### config.mk
export PLATFORM = sky130hd
export DESIGN_NAME = roic_lvds_stream_tx
export DESIGN_NICKNAME = d
export VERILOG_FILES = /design/src/rtl/roic_lvds_stream_tx.sv
export SDC_FILE = /design/constraint.sdc
export NUM_CORES = 1
export LEC_CHECK = 0
export BUFFER_PORTS_ARGS = -buffer_cell sky130_fd_sc_hd__buf_2
export CAP_MARGIN = 20
export CORE_ASPECT_RATIO = 1.25
export CORE_MARGIN = 8
export CORE_UTILIZATION = 40
export CTS_CLUSTER_SIZE = 25
export DETAILED_ROUTE_END_ITERATION = 8
export GPL_TIMING_DRIVEN = 0
export RECOVER_POWER = 100
export SYNTH_ARGS = -nofsm -noshare
export SYNTH_HDL_FRONTEND = slang
export SYNTH_SLANG_ARGS = --single-unit
### constraint.sdc
create_clock -name clk -period 2.4 [get_ports clk]
set_input_delay 0.12 -clock clk [delete_from_list [all_inputs] [get_ports clk]]
set_output_delay 0.12 -clock clk [all_outputs]
set_load 0.005 [all_outputs]
### src/rtl/roic_lvds_stream_tx.sv
// ----------------------------------------------------------------------------
// roic_lvds_stream_tx
// Transmit end of the ROIC LVDS link. It emits one serial bit per clk, MSB
// first, in fixed DATA_WIDTH-bit words. The word stream is made of:
//   - idle words;
//   - alignment training bursts (PATTERN_1 / PATTERN_2 alternating);
//   - lines (LINE_MARKER followed by NUM_CHANNELS channel words).
// A frame clock and a word strobe accompany the data.
//
// Ports
//   clk          bit clock, one serial bit per rising edge
//   rst_n        asynchronous active-low reset
//   train_start  pulse, request a training burst
//   line_start   pulse, request one line
//   data_in      channel word from the source
//   data_valid   data_in valid (sampled only while data_ready is high)
//   data_ready   word request strobe, transfer = data_ready & data_valid
//   ser_data     serial bit, MSB first
//   fclk_out     frame clock, high for the first half of every word
//   word_strobe  high while the first bit of a word is on the wire
//   busy         a burst/line is running or a start is pending
//   train_done   1-cycle pulse when the last training word is loaded
//   line_done    1-cycle pulse when the last channel word is loaded
//   underrun     sticky, a channel word was missed; cleared by a new line
//   chan_idx     channel index of the data word currently on the wire
// ----------------------------------------------------------------------------
module roic_lvds_stream_tx #(
    parameter int                    DATA_WIDTH   = 24,
    parameter int                    NUM_CHANNELS = 256,
    parameter int                    TRAIN_WORDS  = 16,
    parameter logic [DATA_WIDTH-1:0] PATTERN_1    = 24'hFFF000,
    parameter logic [DATA_WIDTH-1:0] PATTERN_2    = 24'hFF0000,
    parameter logic [DATA_WIDTH-1:0] LINE_MARKER  = 24'hFFFFFF,
    parameter logic [DATA_WIDTH-1:0] IDLE_WORD    = 24'h000000
) (
    input  logic                                  clk,
    input  logic                                  rst_n,
    input  logic                                  train_start,
    input  logic                                  line_start,
    input  logic [DATA_WIDTH-1:0]                 data_in,
    input  logic                                  data_valid,
    output logic                                  data_ready,
    output logic                                  ser_data,
    output logic                                  fclk_out,
    output logic                                  word_strobe,
    output logic                                  busy,
    output logic                                  train_done,
    output logic                                  line_done,
    output logic                                  underrun,
    output logic [$clog2(NUM_CHANNELS+1)-1:0]     chan_idx
);

    localparam int BW   = $clog2(DATA_WIDTH);
    localparam int CW   = $clog2(NUM_CHANNELS + 1);
    localparam int WMAX = (NUM_CHANNELS > TRAIN_WORDS) ? NUM_CHANNELS : TRAIN_WORDS;
    localparam int WCW  = $clog2(WMAX + 1);

    localparam logic [BW-1:0]  LAST_BIT  = BW'(DATA_WIDTH - 1);
    localparam logic [BW-1:0]  READY_SET = BW'(DATA_WIDTH - 3);
    localparam logic [BW-1:0]  HALF_BIT  = BW'(DATA_WIDTH / 2);
    localparam logic [WCW-1:0] TW_END    = WCW'(TRAIN_WORDS);
    localparam logic [WCW-1:0] TW_LAST   = WCW'(TRAIN_WORDS - 1);
    localparam logic [WCW-1:0] NC_END    = WCW'(NUM_CHANNELS);
    localparam logic [WCW-1:0] NC_LAST   = WCW'(NUM_CHANNELS - 1);
    localparam logic [WCW-1:0] WC_ZERO   = WCW'(0);
    localparam logic [WCW-1:0] WC_ONE    = WCW'(1);
    localparam logic [CW-1:0]  CH_ZERO   = CW'(0);

    typedef enum logic [1:0] {
        ST_IDLE   = 2'd0,
        ST_TRAIN  = 2'd1,
        ST_MARKER = 2'd2,
        ST_DATA   = 2'd3
    } state_t;

    state_t                state_r, state_nxt_s;
    logic [BW-1:0]         bit_cnt_r;
    logic [DATA_WIDTH-1:0] shift_r;
    logic [DATA_WIDTH-1:0] hold_r;
    logic [WCW-1:0]        word_cnt_r, word_cnt_nxt_s;
    logic [CW-1:0]         chan_r, chan_nxt_s;
    logic                  is_data_r, is_data_nxt_s;
    logic                  train_pend_r, train_pend_nxt_s;
    logic                  line_pend_r, line_pend_nxt_s;

    logic                  ser_data_r, fclk_r, word_strobe_r, data_ready_r;
    logic                  busy_r, train_done_r, line_done_r, underrun_r;
    logic [CW-1:0]         chan_idx_r;

    logic                  boundary_s, acc_train_s, acc_line_s;
    logic                  train_done_nxt_s, line_done_nxt_s, data_ready_nxt_s;
    logic [DATA_WIDTH-1:0] load_word_s;

    assign boundary_s = (bit_cnt_r == LAST_BIT);

    // Next-state, next-word and command acceptance logic.
    always_comb begin
        acc_train_s      = 1'b0;
        acc_line_s       = 1'b0;
        train_pend_nxt_s = train_pend_r;
        line_pend_nxt_s  = line_pend_r;
        state_nxt_s      = state_r;
        load_word_s      = IDLE_WORD;
        word_cnt_nxt_s   = word_cnt_r;
        is_data_nxt_s    = is_data_r;
        chan_nxt_s       = chan_r;
        train_done_nxt_s = 1'b0;
        line_done_nxt_s  = 1'b0;

        // Starts are only heard in IDLE with nothing queued; train wins a tie.
        if ((state_r == ST_IDLE) && !train_pend_r && !line_pend_r) begin
            if (train_start) begin
                acc_train_s = 1'b1;
            end else if (line_start) begin
                acc_line_s = 1'b1;
            end else begin
                acc_train_s = 1'b0;
            end
        end else begin
            acc_train_s = 1'b0;
        end

        if (boundary_s) begin
            case (state_r)
                ST_IDLE: begin
                    // A start accepted on the boundary cycle itself goes straight through.
                    train_pend_nxt_s = 1'b0;
                    line_pend_nxt_s  = 1'b0;
                    if (train_pend_r || acc_train_s) begin
                        state_nxt_s    = ST_TRAIN;
                        load_word_s    = PATTERN_1;
                        word_cnt_nxt_s = WC_ONE;
                    end else if (line_pend_r || acc_line_s) begin
                        state_nxt_s    = ST_MARKER;
                        load_word_s    = LINE_MARKER;
                        word_cnt_nxt_s = WC_ZERO;
                    end else begin
                        load_word_s    = IDLE_WORD;
                    end
                end
                ST_TRAIN: begin
                    if (word_cnt_r == TW_END) begin
                        state_nxt_s    = ST_IDLE;
                        load_word_s    = IDLE_WORD;
                        word_cnt_nxt_s = WC_ZERO;
                    end else begin
                        load_word_s      = word_cnt_r[0] ? PATTERN_2 : PATTERN_1;
                        word_cnt_nxt_s   = word_cnt_r + WC_ONE;
                        train_done_nxt_s = (word_cnt_r == TW_LAST);
                    end
                end
                ST_MARKER: begin
                    state_nxt_s     = ST_DATA;
                    load_word_s     = hold_r;
                    word_cnt_nxt_s  = WC_ONE;
                    is_data_nxt_s   = 1'b1;
                    chan_nxt_s      = CH_ZERO;
                    line_done_nxt_s = (NUM_CHANNELS == 1);
                end
                ST_DATA: begin
                    if (word_cnt_r == NC_END) begin
                        state_nxt_s    = ST_IDLE;
                        load_word_s    = IDLE_WORD;
                        word_cnt_nxt_s = WC_ZERO;
                        is_data_nxt_s  = 1'b0;
                        chan_nxt_s     = CH_ZERO;
                    end else begin
                        load_word_s     = hold_r;
                        word_cnt_nxt_s  = word_cnt_r + WC_ONE;
                        chan_nxt_s      = CW'(word_cnt_r);
                        line_done_nxt_s = (word_cnt_r == NC_LAST);
                    end
                end
                default: begin
                    state_nxt_s    = ST_IDLE;
                    load_word_s    = IDLE_WORD;
                    word_cnt_nxt_s = WC_ZERO;
                    is_data_nxt_s  = 1'b0;
                    chan_nxt_s     = CH_ZERO;
                end
            endcase
        end else begin
            if (acc_train_s) begin
                train_pend_nxt_s = 1'b1;
            end else if (acc_line_s) begin
                line_pend_nxt_s = 1'b1;
            end else begin
                train_pend_nxt_s = train_pend_r;
            end
        end

        // Request the next channel word two bits before the boundary, so the
        // source gets one full cycle and the capture settles before the load.
        data_ready_nxt_s = (bit_cnt_r == READY_SET) &&
                           ((state_r == ST_MARKER) ||
                            ((state_r == ST_DATA) && (word_cnt_r != NC_END)));
    end

    // Free-running bit counter and word shift register.
    always_ff @(posedge clk or negedge rst_n) begin
        if (!rst_n) begin
            bit_cnt_r <= '0;
            shift_r   <= IDLE_WORD;
        end else begin
            if (boundary_s) begin
                bit_cnt_r <= '0;
                shift_r   <= load_word_s;
            end else begin
                bit_cnt_r <= bit_cnt_r + BW'(1);
                shift_r   <= {shift_r[DATA_WIDTH-2:0], 1'b0};
            end
        end
    end

    // Sequencer state, word count, pending starts and done pulses.
    always_ff @(posedge clk or negedge rst_n) begin
        if (!rst_n) begin
            state_r      <= ST_IDLE;
            word_cnt_r   <= '0;
            is_data_r    <= 1'b0;
            chan_r       <= '0;
            train_pend_r <= 1'b0;
            line_pend_r  <= 1'b0;
            train_done_r <= 1'b0;
            line_done_r  <= 1'b0;
            busy_r       <= 1'b0;
        end else begin
            state_r      <= state_nxt_s;
            word_cnt_r   <= word_cnt_nxt_s;
            is_data_r    <= is_data_nxt_s;
            chan_r       <= chan_nxt_s;
            train_pend_r <= train_pend_nxt_s;
            line_pend_r  <= line_pend_nxt_s;
            train_done_r <= train_done_nxt_s;
            line_done_r  <= line_done_nxt_s;
            busy_r       <= (state_nxt_s != ST_IDLE) || train_pend_nxt_s || line_pend_nxt_s;
        end
    end

    // Source handshake: request strobe, word capture and sticky underrun.
    always_ff @(posedge clk or negedge rst_n) begin
        if (!rst_n) begin
            data_ready_r <= 1'b0;
            hold_r       <= IDLE_WORD;
            underrun_r   <= 1'b0;
        end else begin
            data_ready_r <= data_ready_nxt_s;
            if (data_ready_r) begin
                hold_r <= data_valid ? data_in : IDLE_WORD;
            end else begin
                hold_r <= hold_r;
            end
            if (acc_line_s) begin
                underrun_r <= 1'b0;
            end else if (data_ready_r && !data_valid) begin
                underrun_r <= 1'b1;
            end else begin
                underrun_r <= underrun_r;
            end
        end
    end

    // Output stage: all wire-side signals share one register delay.
    always_ff @(posedge clk or negedge rst_n) begin
        if (!rst_n) begin
            ser_data_r    <= 1'b0;
            fclk_r        <= 1'b0;
            word_strobe_r <= 1'b0;
            chan_idx_r    <= '0;
        end else begin
            ser_data_r    <= shift_r[DATA_WIDTH-1];
            fclk_r        <= (bit_cnt_r < HALF_BIT);
            word_strobe_r <= (bit_cnt_r == BW'(0));
            chan_idx_r    <= is_data_r ? chan_r : CH_ZERO;
        end
    end

    assign ser_data    = ser_data_r;
    assign fclk_out    = fclk_r;
    assign word_strobe = word_strobe_r;
    assign chan_idx    = chan_idx_r;
    assign data_ready  = data_ready_r;
    assign busy        = busy_r;
    assign train_done  = train_done_r;
    assign line_done   = line_done_r;
    assign underrun    = underrun_r;

endmodule
# Word-level counts from Yosys, hierarchy flattened
# Index checks and enable logic that the tools add are counted.
[word_totals]
reg_bits = 93
inputBits = 29
out_inout_bits = 17
wordCells = 99
[op_classes]
n_addsub = 2
magnitude_cmp = 1
n_eq_ne = 12
n_mux = 45
n_reduce_logical = 21
[op_table]
columns = ["cell", "n"]
rows = [
  ["two-way mux 24 bit", 6],
  ["one-hot mux 24 bit (4 select lines)", 1],
  ["two-way mux 9 bit", 6],
  ["one-hot mux 9 bit (4 select lines)", 1],
  ["two-way mux 1 bit", 21],
  ["one-hot mux 9 bit (2 select lines)", 1],
  ["two-way mux 16 bit", 1],
  ["equality test 5 bit, second input constant", 2],
  ["two-way mux 2 bit", 5],
  ["adder 9 x 1 -> 9 bit, second input constant", 1],
  ["equality test 9 x 4 -> 1 bit, second input constant", 1],
  ["equality test 9 x 5 -> 1 bit, second input constant", 1],
  ["equality test 9 x 8 -> 1 bit, second input constant", 1],
  ["equality test 9 bit, second input constant", 1],
  ["!= test 9 bit, second input constant", 1],
  ["one-hot mux 2 bit (4 select lines)", 1],
  ["nonzero test 2 bit", 3],
  ["adder 5 x 1 -> 5 bit, second input constant", 1],
  ["logical AND 1 bit", 5],
  ["zero test 5 bit", 1],
  ["logical OR 1 bit", 5],
  ["less-than comparator 5 x 4 -> 1 bit, second input constant", 1],
  ["two-way mux 5 bit", 1],
  ["equality test 2 bit, second input constant", 2],
  ["8 further kinds", 11],
]

# Depth between registers and ports, before layout
# Gate-level depths: netlist of run 1.
[logic_depth]
depth_word = 12
ltp_mapped = 7

# Worst setup path before layout of run 1
# OpenSTA, ideal clock, no wires.
[synth_timing]
kind = "reg-to-reg"
startpoint = "register word_cnt_r[0]"
endpoint = "register word_cnt_r[8]"
setup_time_ns = 0.095
arrival_time_ns = 1.658
setup_slack_ns = 0.646
stages_incl_launch_ff = 7
n_path_buf = 0
period_less_slack_ns = 1.754
cell_sequence = "dfrtp_1 > ha_1 > and3_1 > and3_1 > and3_1 > ha_1 > o31ai_1"
[synth_between]
elab_chain_cells = 3
elab_cells_between_ends = 6
[synth_rtl]
columns = ["element", "line_no", "rtl"]
rows = [
  ["start, declared", "80", "logic [WCW-1:0] word_cnt_r, word_cnt_nxt_s;"],
  ["start signal, assigned", "229", "word_cnt_r <= word_cnt_nxt_s;"],
  ["adder 9 x 1 -> 9 bit (tied with other cells)", "148, 169", ""],
  ["two-way mux 9 bit (on tied branches)", "161, 142", ""],
  ["one-hot mux 9 bit (4 select lines) (*)", "124", "case (state_r)"],
]
# Every way passes the cells marked *; elsewhere a longest branch is shown, timed or not.
# A chain may end at the register's enable or synchronous reset.

# Worst setup path in the final report of run 1
[layout_timing]
startpoint = "register bit_cnt_r[2]"
endpoint = "register shift_r[15]"
[layout_between]
elab_chain_cells = 2
[layout_rtl]
columns = ["element", "line_no", "rtl"]
rows = [
  ["start, declared", "77", "logic [BW-1:0] bit_cnt_r;"],
  ["start signal, assigned", "209", "bit_cnt_r <= bit_cnt_r + BW'(1);"],
  ["equality test 5 bit", "94", "assign boundary_s = (bit_cnt_r == LAST_BIT);"],
  ["two-way mux 24 bit", "205", "if (boundary_s) begin"],
  ["end signal, assigned", "207", "shift_r <= load_word_s;"],
  ["end signal, assigned", "210", "shift_r <= {shift_r[DATA_WIDTH-2:0], 1'b0};"],
  ["end, declared", "78", "logic [DATA_WIDTH-1:0] shift_r;"],
]
# No other way between the ends.

==> reports/qor.yml, run 1 <==
die:
  die_w_um: 106
  core_um2: 9900
  num_rows: 41
  initial_utilization_pct: 40.5
  ios: 46
  die_area_um2: 13500
  die_h_um: 128
worst_setup_path:
  setup.worst_path.class: "register to register"
  cp_data_arrival_time_ns: 2.32
  worstPathRequired_ns: 2.68
  cp_max_fo: 10
  endpoint_kind: "register"
  critPathLaunchType: "register"
global_route:
  track_usage_pct: 13.6
  gr-total-overflow: 0
  top_usage_layer: "met2"
  gr-usage-met1_pct: 16.4
  grt_pass1_vias: 3002
  antenna_found_initial: 0
  use_met2_pct: 21.4
  grt_max_degree: 53
  grt_pass1_wl_um: 14700
  met3_usage_pct: 4.02
finish:
  final_cell_count_no_fill: 567
  drive_gt1_share_pct: 14.6
  fillers: 931
  diodes: 0
  fin_nets: 468
  fin_area_um2: 4730
  syn2layout_area_growth_pct: 18.1
cts:
  post_cts_resized: 0
  clockBufferDepth: 2
  cts_tree: "built"
  numCtsBuffers: 9
  cts.sinks: 93
  clk_pin_slew_ns: 0.06
  root_buffer: "clkbuf_16"
  post_cts_buffers: 0
  h-tree-depth: 3
  clkLatencyLatePin_ns: 0.35
placed_design:
  placedCellCount: 549
  hpwlAfterDp_um: 5910
  gp_congestion: 0.809
  io_buffers: 44
  dpl_cell_area_um2: 4420
timing:
  tightestPinTransition_ns: 1.03
  drv_slew: 0
  finalHoldViolCount: 0
  period_needed_ns: 2.03
  max_freq_ghz: 0.491
  rsz0062_at_grt: "false"
  skew_ns: 0.00524
  slew_headroom_pct: 31.3
  setup-violations-final: 0
  tns_ns: 0
  finalCritPeriodShare_pct: 84.8
drt:
  vias: 2930
  wl_per_cell_um: 15.0
  drtAntennaViolNets: 0
  vias_per_cell: 5.17
  drt_iter0_drc: 105
  drt-pass1-iter-count: 4
  drc: 0
  wirelength_um: 8500
logic_synthesis:
  ys_seq_elements: 93
  synth_nets: 410
  postSynthCellCount: 375
  syn_area_um2: 4010
  synth_warnings: 0
  yosys-mux-area-fraction_pct: 0
  yosysSeqAreaShare_pct: 58.1
  synth_ff_type: "dfrtp_1"
  avgSynthCellArea_um2: 10.7
  synth_compound_area_share_pct: 16.1
  async_flop_share_pct: 100
  synth_fa_ha_area_share_pct: 1.87
  synth_edf_count: 0
  synth_simple_gate_area_share_pct: 17.4
  synth_xor_area_share_pct: 0.437
  ys_types: 49
  synth_top_family_by_area: "simple AND/OR/NAND/NOR gates"
power_and_ir_drop:
  irDropWorstVdd_mv: 0.360
  p_total_uw: 3410
  power_density_nw_per_um2: 721
  leakagePower_uw: 0.00219
status:
  status: "finished clean"
flow_run:
  cap_viol_max_count: 0
worst_hold_path:
  hold_class: "input port to register"
metal layers:
layer / share of wire [%] / vias up
met5: 0 / -
met4: 2.7 / 0
met3: 4.6 / 18
met2: 48 / 61
met1: 45 / 1412
li1: - / 1439
synth_stat cells (all sizes together), types with 3 or more instances:
cell | n | share of area [%]
dfrtp | 93 | 58
o21ai | 45 | 5.6
inv | 31 | 2.9
nand3 | 31 | 3.9
nand2 | 30 | 2.8
nor2 | 19 | 1.8
a221o | 15 | 3.7
buf | 13 | 2.2
clkbuf | 11 | 1.0
and2 | 10 | 1.6
a21oi | 9 | 1.4
and3 | 6 | 1.1
ha | 6 | 1.9
nand4 | 6 | 1.1
a32o | 5 | 1.2
nor3 | 5 | 0.91
o211ai | 4 | 0.87
nand2b | 3 | 0.47
nor2b | 3 | 0.47
o31ai | 3 | 0.56
o41ai | 3 | 0.66
cell usage in the layout (no fill, tap or decap), drive strengths merged, types with 3 or more instances in the layout:
master / netlist / final
o41ai: 3 / 3
nor3: 5 / 5
o31ai: 3 / 3
clkbuf: 11 / 40
and3: 6 / 6
a32o: 5 / 5
nand2b: 3 / 3
and2: 10 / 10
nand4: 6 / 6
nor2: 19 / 19
buf: 13 / 42
nand2: 30 / 30
inv: 31 / 31
o21ai: 45 / 45
dfrtp: 93 / 93
ha: 6 / 6
a21oi: 9 / 9
o211ai: 4 / 4
bufinv: 0 / 3
a221o: 15 / 15
nand3: 31 / 31
nor2b: 3 / 3
cell families (layout without fill, tap and decap cells):
group,count (synthesis),count (layout)
XOR/XNOR,2,2
AO/OA/AOI/OAI,94,94
AND/OR/NAND/NOR,125,125
flip-flops,93,93
buffers and inverters,55,118
adder cells (fa/ha/maj),6,6
critical path, cell delays in order (launching register included):
cell	delay, ns
dfrtp_1	0.32
clkbuf_1	0.40
nand4_1	0.42
a21oi_2	0.48
buf_6	0.20
a221o_1	0.15
power breakdown:
| part | switching, µW | total [µW] | internal (µW) |
|---|---|---|---|
| registers | 18.2 | 1630 | 1610 |
| clock network | 573 | 1680 | 1100 |
| logic | 64.1 | 109 | 44.8 |
sequential cells by signal (all words and copies together) (netlist names):
signal and cells:
bit_cnt_r 5, fclk_out 1, state_r 2, word_strobe 1, busy 1, data_ready 1, is_data_r 1, train_done 1
word_cnt_r 9, line_done 1, ser_data 1, chan_r 9, line_pend_r 1, hold_r 24, chan_idx 9, train_pend_r 1
underrun 1, shift_r 24
final cells by class:
| class | instances | area, µm² | area share, % |
|---|---|---|---|
| Sequential cell | 93 | 2330 | 49.2 |
| Multi-Input combinational cell | 227 | 1410 | 29.8 |
| Clock buffer | 13 | 270 | 5.71 |
| Timing Repair Buffer | 47 | 233 | 4.92 |
| Tap cell | 129 | 161 | 3.41 |
| Buffer | 24 | 125 | 2.64 |
| Inverter | 31 | 116 | 2.46 |
| Clock inverter | 3 | 90.1 | 1.90 |
repair_timing:
action,4_1_cts,5_1_grt
hold buffers,2,0
hold endpoints to repair,42,0
setup endpoints to repair,0,0
per-stage QoR:
| step | worst slack [ns] | hold slack (ns) | utilization, % |
|---|---|---|---|
| CTS | 0.416 | 0.000356 | 48.5 |
| global placement | 0.317 | 0.338 | 44.3 |
| detailed placement | 0.423 | 0.151 | 44.6 |
| finish | 0.365 | 0.00991 | 47.8 |
| global route | 0.128 | 0.0104 | 47.8 |
| floorplan | 0.646 | -0.176 | - |
path summary, 6_finish.rpt:
path,cells past startpoint,start,endpoint,slack [ns]
max reg2reg,5,bit_cnt_r[2],shift_r[15],0.37
min,3,data_in[10],hold_r[10],0.01
max in group asynchronous,3,rst_n,shift_r[19],0.56
max,5,bit_cnt_r[2],shift_r[15],0.37
min in group asynchronous,2,rst_n,word_strobe,0.48
min reg2reg,0,shift_r[23],ser_data,0.35
Note: power is estimated with default switching activity, not from simulation.
==> run 2: changes to the inputs <==
- ABC_AREA: unset -> 1
- clock period: 2.4 -> 1.7 ns (I/O delays scaled with it)
==> run 2 against run 1 <==
Compared with the run above: final cell count increased by 17%; sequential share of layout area is 4.2 points lower; setup slack worse by 0.31 ns; critical path depth up 5; register-to-register slack worse by 0.31 ns; synthesized cell count increased by 17%; global-route usage is 0.15 points higher; hold slack lost 0.0060 ns; sequential power is 40% higher; clock power grew 20%; synthesized area barely moved; critical path type unchanged.
==> reports/qor.yml, run 2 <==
worst_setup_path:
  r2r-start: "word_cnt_r[0]"  # was bit_cnt_r[2]
  endpoint_kind: "register"  # unchanged
  setup.worst_path.class: "register to register"  # unchanged
  path_cells: "inv_4, ha_4, nand3_4, nor2_4, nand3_2, nand2_4, nand2_4, nand2_4, clkbuf_16, o21ai_2"  # was clkbuf_1, nand4_1, a21oi_2, buf_6, a221o_1
  critPathLaunchType: "register"  # unchanged
  cp_data_arrival_time_ns: 1.88  # was 2.32 ns
  worstPathRequired_ns: 1.93  # was 2.68 ns
  slowest_stage: "dfrtp_2"  # was a21oi_2
  critPathMostFrequentCell: "nand2_4"
  r2r_slack_ns: 0.06  # was 0.37 ns
  cp_max_fo: 5  # was 10
  critical_path.max_stage_delay_ns: 0.45  # was 0.48 ns
  r2r_end: "shift_r[11]"  # was shift_r[15]
  reg2regPathDepth: 10  # was 5
finish:
  syn2layout_area_growth_pct: 29.3  # was 18.1%
  multi_input_area_um2: 1520  # was 1410 µm²
  drive_gt1_share_pct: 21.8  # was 14.6%
  layout_common_cells: "nand2_1, dfrtp_1, inv_1, nor2_1, nand3_1"  # was dfrtp_1, o21ai_0, buf_2, inv_1, nand3_1
  fin_area_um2: 5170  # was 4730 µm²
  fin_nets: 563  # was 468
  diodes: 0  # unchanged
  regArea_um2: 2330  # about the same
  fillers: 896  # was 931
  reg.largest.list: "hold_r: 24 flops, shift_r: 24 flops"  # unchanged
  final_common_cell: "nand2_1"  # was dfrtp_1
global_route:
  antenna_found_initial: 0  # unchanged
  grt_max_degree: 66  # was 53
  grt_pass1_wl_um: 15000  # was 14700 µm
  track_usage_pct: 13.7  # was 13.6%
  gr-total-overflow: 0  # unchanged
  grt_pass1_vias: 3272  # was 3002
power_and_ir_drop:
  leakagePower_uw: 0.00251  # was 0.00219 µW
  power_density_nw_per_um2: 871  # was 721 nW/µm²
  internal_power_uw: 3520  # was 2760 µW
  p_clk_share_pct: 44.6  # was 49.1%
  switching_power_uw: 991  # was 655 µW
  sw_frac_of_total_pct: 22.0  # was 19.2%
  power.share.combinational_pct: 4.5  # was 3.2%
  power_frac_seq_pct: 50.9  # was 47.7%
  irDropWorstVdd_mv: 0.477  # was 0.360 mV
logic_synthesis:
  synth_top_area_share_pct: 58.1  # about the same
  yosysSeqAreaShare_pct: 58.1  # about the same
  synth_nets: 474  # was 410
  synth_ff_type: "dfrtp_1"  # unchanged
  postSynthCellCount: 439  # was 375
  synth_area_leaders: "dfrtp_1, nand2_1, nand3_1, inv_1, nor2_1"  # was dfrtp_1, o21ai_0, nand3_1, a221o_1, inv_1
  syn_area_um2: 4000  # was 4010 µm²
  yosysMostFrequentCell: "nand2_1"  # was dfrtp_1
  avgSynthCellArea_um2: 9.12  # was 10.7 µm²
  async_flop_share_pct: 100  # unchanged
  synth_edf_count: 0  # unchanged
  synthTopCellsByCount: "nand2_1, dfrtp_1, inv_1"  # was dfrtp_1, o21ai_0, inv_1, nand3_1, nand2_1
  yosysTopAreaCell: "dfrtp_1"  # unchanged
  ys_seq_elements: 93  # unchanged
  synth_warnings: 0  # unchanged
  ys_types: 34  # was 49
cts:
  clkLatencyLatePin_ns: 0.34  # was 0.35 ns
  cts.sinks: 93  # unchanged
  h-tree-depth: 3  # unchanged
  cts_tree: "built"  # unchanged
  clockBufferDepth: 2  # unchanged
  clk_pin_slew_ns: 0.07  # was 0.06 ns
  root_buffer: "clkbuf_16"  # unchanged
  numCtsBuffers: 9  # unchanged
die:
  die_h_um: 128  # about the same
  ios: 46  # unchanged
  die_area_um2: 13500  # about the same
  die_w_um: 105  # was 106 µm
  core_um2: 9900  # unchanged
  num_rows: 41  # unchanged
  initial_utilization_pct: 40.4  # was 40.5%
worst_hold_path:
  hold_class: "input port to register"  # unchanged
  worstHoldStart: "data_in[17]"  # was data_in[10]
  holdPathStages: 3  # unchanged
  min_to: "hold_r[17]"  # was hold_r[10]
timing:
  slew_headroom_pct: 52.0  # was 31.3%
  rsz0062_at_grt: "true"  # was false
  finalHoldViolCount: 0  # unchanged
  setup-violations-final: 0  # unchanged
  tns_ns: 0  # unchanged
  skew_ns: 0.00822  # was 0.00524 ns
  period_needed_ns: 1.64  # was 2.03 ns
  drv_slew: 0  # unchanged
  worst_hold_slack_ns: 0.00393  # was 0.00991 ns
  worst_slack_ns: 0.0574  # was 0.365 ns
  max_freq_ghz: 0.609  # was 0.491 GHz
  finalCritPeriodShare_pct: 96.6  # was 84.8%
  tightestPinTransition_ns: 0.720  # was 1.03 ns
placed_design:
  dpl_cell_area_um2: 4410  # was 4420 µm²
  hpwlAfterDp_um: 5790  # was 5910 µm
  gp_congestion: 0.802  # was 0.809
  pre_cts_ws_ns: -0.195  # was 0.423 ns
  io_buffers: 44  # unchanged
status:
  status: "finished clean"  # unchanged
drt:
  wl_per_cell_um: 13.2  # was 15.0 µm
  drt_iter0_drc: 143  # was 105
  wirelength_um: 8760  # was 8500 µm
  vias_per_cell: 4.70  # was 5.17
  drt-pass1-iter-count: 4  # unchanged
  drc: 0  # unchanged
  drtAntennaViolNets: 0  # unchanged
  vias: 3113  # was 2930
flow_run:
  cap_viol_max_count: 0  # unchanged
-- run 2: repair_timing --
action,CTS,global route
pin swaps,1,13
gates resized for setup,13,35
setup endpoints to repair,30,46
setup buffers,2,7
gates cloned,0,2
hold endpoints to repair,49,0
hold buffers,22,0
-- run 2: cell type report --
class	count	area share, %
clock buffer	10	4.43
tap	129	3.12
inverter	47	3.56
timing repair buffer	78	10.6
multi-input combinational	281	29.4
sequential	93	45.0
clock inverter	6	1.38
buffer	18	2.49
-- run 2: metal layers --
metal / vias to the layer above / wire (µm) / GRT usage [%] / share of wire (%)
met5: - / 0 / 0 / 0
met2: 49 / 4600 / 24.8 / 53
met3: 13 / 318 / 3.37 / 3.6
li1: 1579 / - / - / -
met4: 0 / 162 / 5.81 / 1.8
met1: 1472 / 3680 / 14.8 / 42
-- run 2: kinds of logic after synthesis --
group	count (synthesis)	share of synthesized area (%)
DFF	93	58.1
and+or+nand+nor	206	21.7
AOI/OAI and AO/OA	69	11.1
adders and majority gates	6	1.88
buffers and inverters	65	7.13
-- run 2: worst max-delay path by stage --
stage / end / from / slack (ns)
final: shift_r[11] / word_cnt_r[0] / 0.06
after global routing: shift_r[7] / word_cnt_r[0] / -0.03
after floorplan: shift_r[10] / word_cnt_r[0] / 0.15
after detailed placement: busy / word_cnt_r[0] / -0.20
after global placement: hold_r[8] / rst_n / -0.34
after CTS: shift_r[8] / bit_cnt_r[0] / 0.006
-- run 2: power groups by stage --
stage	Clock (µW)	Sequential, µW	Combinational, µW
after floorplan	0	2330	75.0
after global placement	0	2330	162
after detailed placement	0	2340	174
after CTS	2050	2290	213
after global routing	2150	2300	237
final	2010	2290	203
-- run 2: worst max-delay path, delay by kind of cell, from the launching register on --
kind / cells / cell delay [ns]
AND/OR/NAND/NOR: 6 / 0.66
adder cells (fa/ha/maj): 1 / 0.13
AO/OA/AOI/OAI: 1 / 0.04
flip-flops: 1 / 0.45
buffers and inverters: 2 / 0.24
-- run 2: metrics by stage --
stage | total power, µW | cells | utilization [%]
CTS | 4560 | 653 | 50.4
detailed placement | 2510 | 613 | 44.6
global placement | 2500 | 612 | 44.3
floorplan | 2410 | 439 | -
global route | 4680 | 662 | 52.3
finish | 4510 | 662 | 52.3
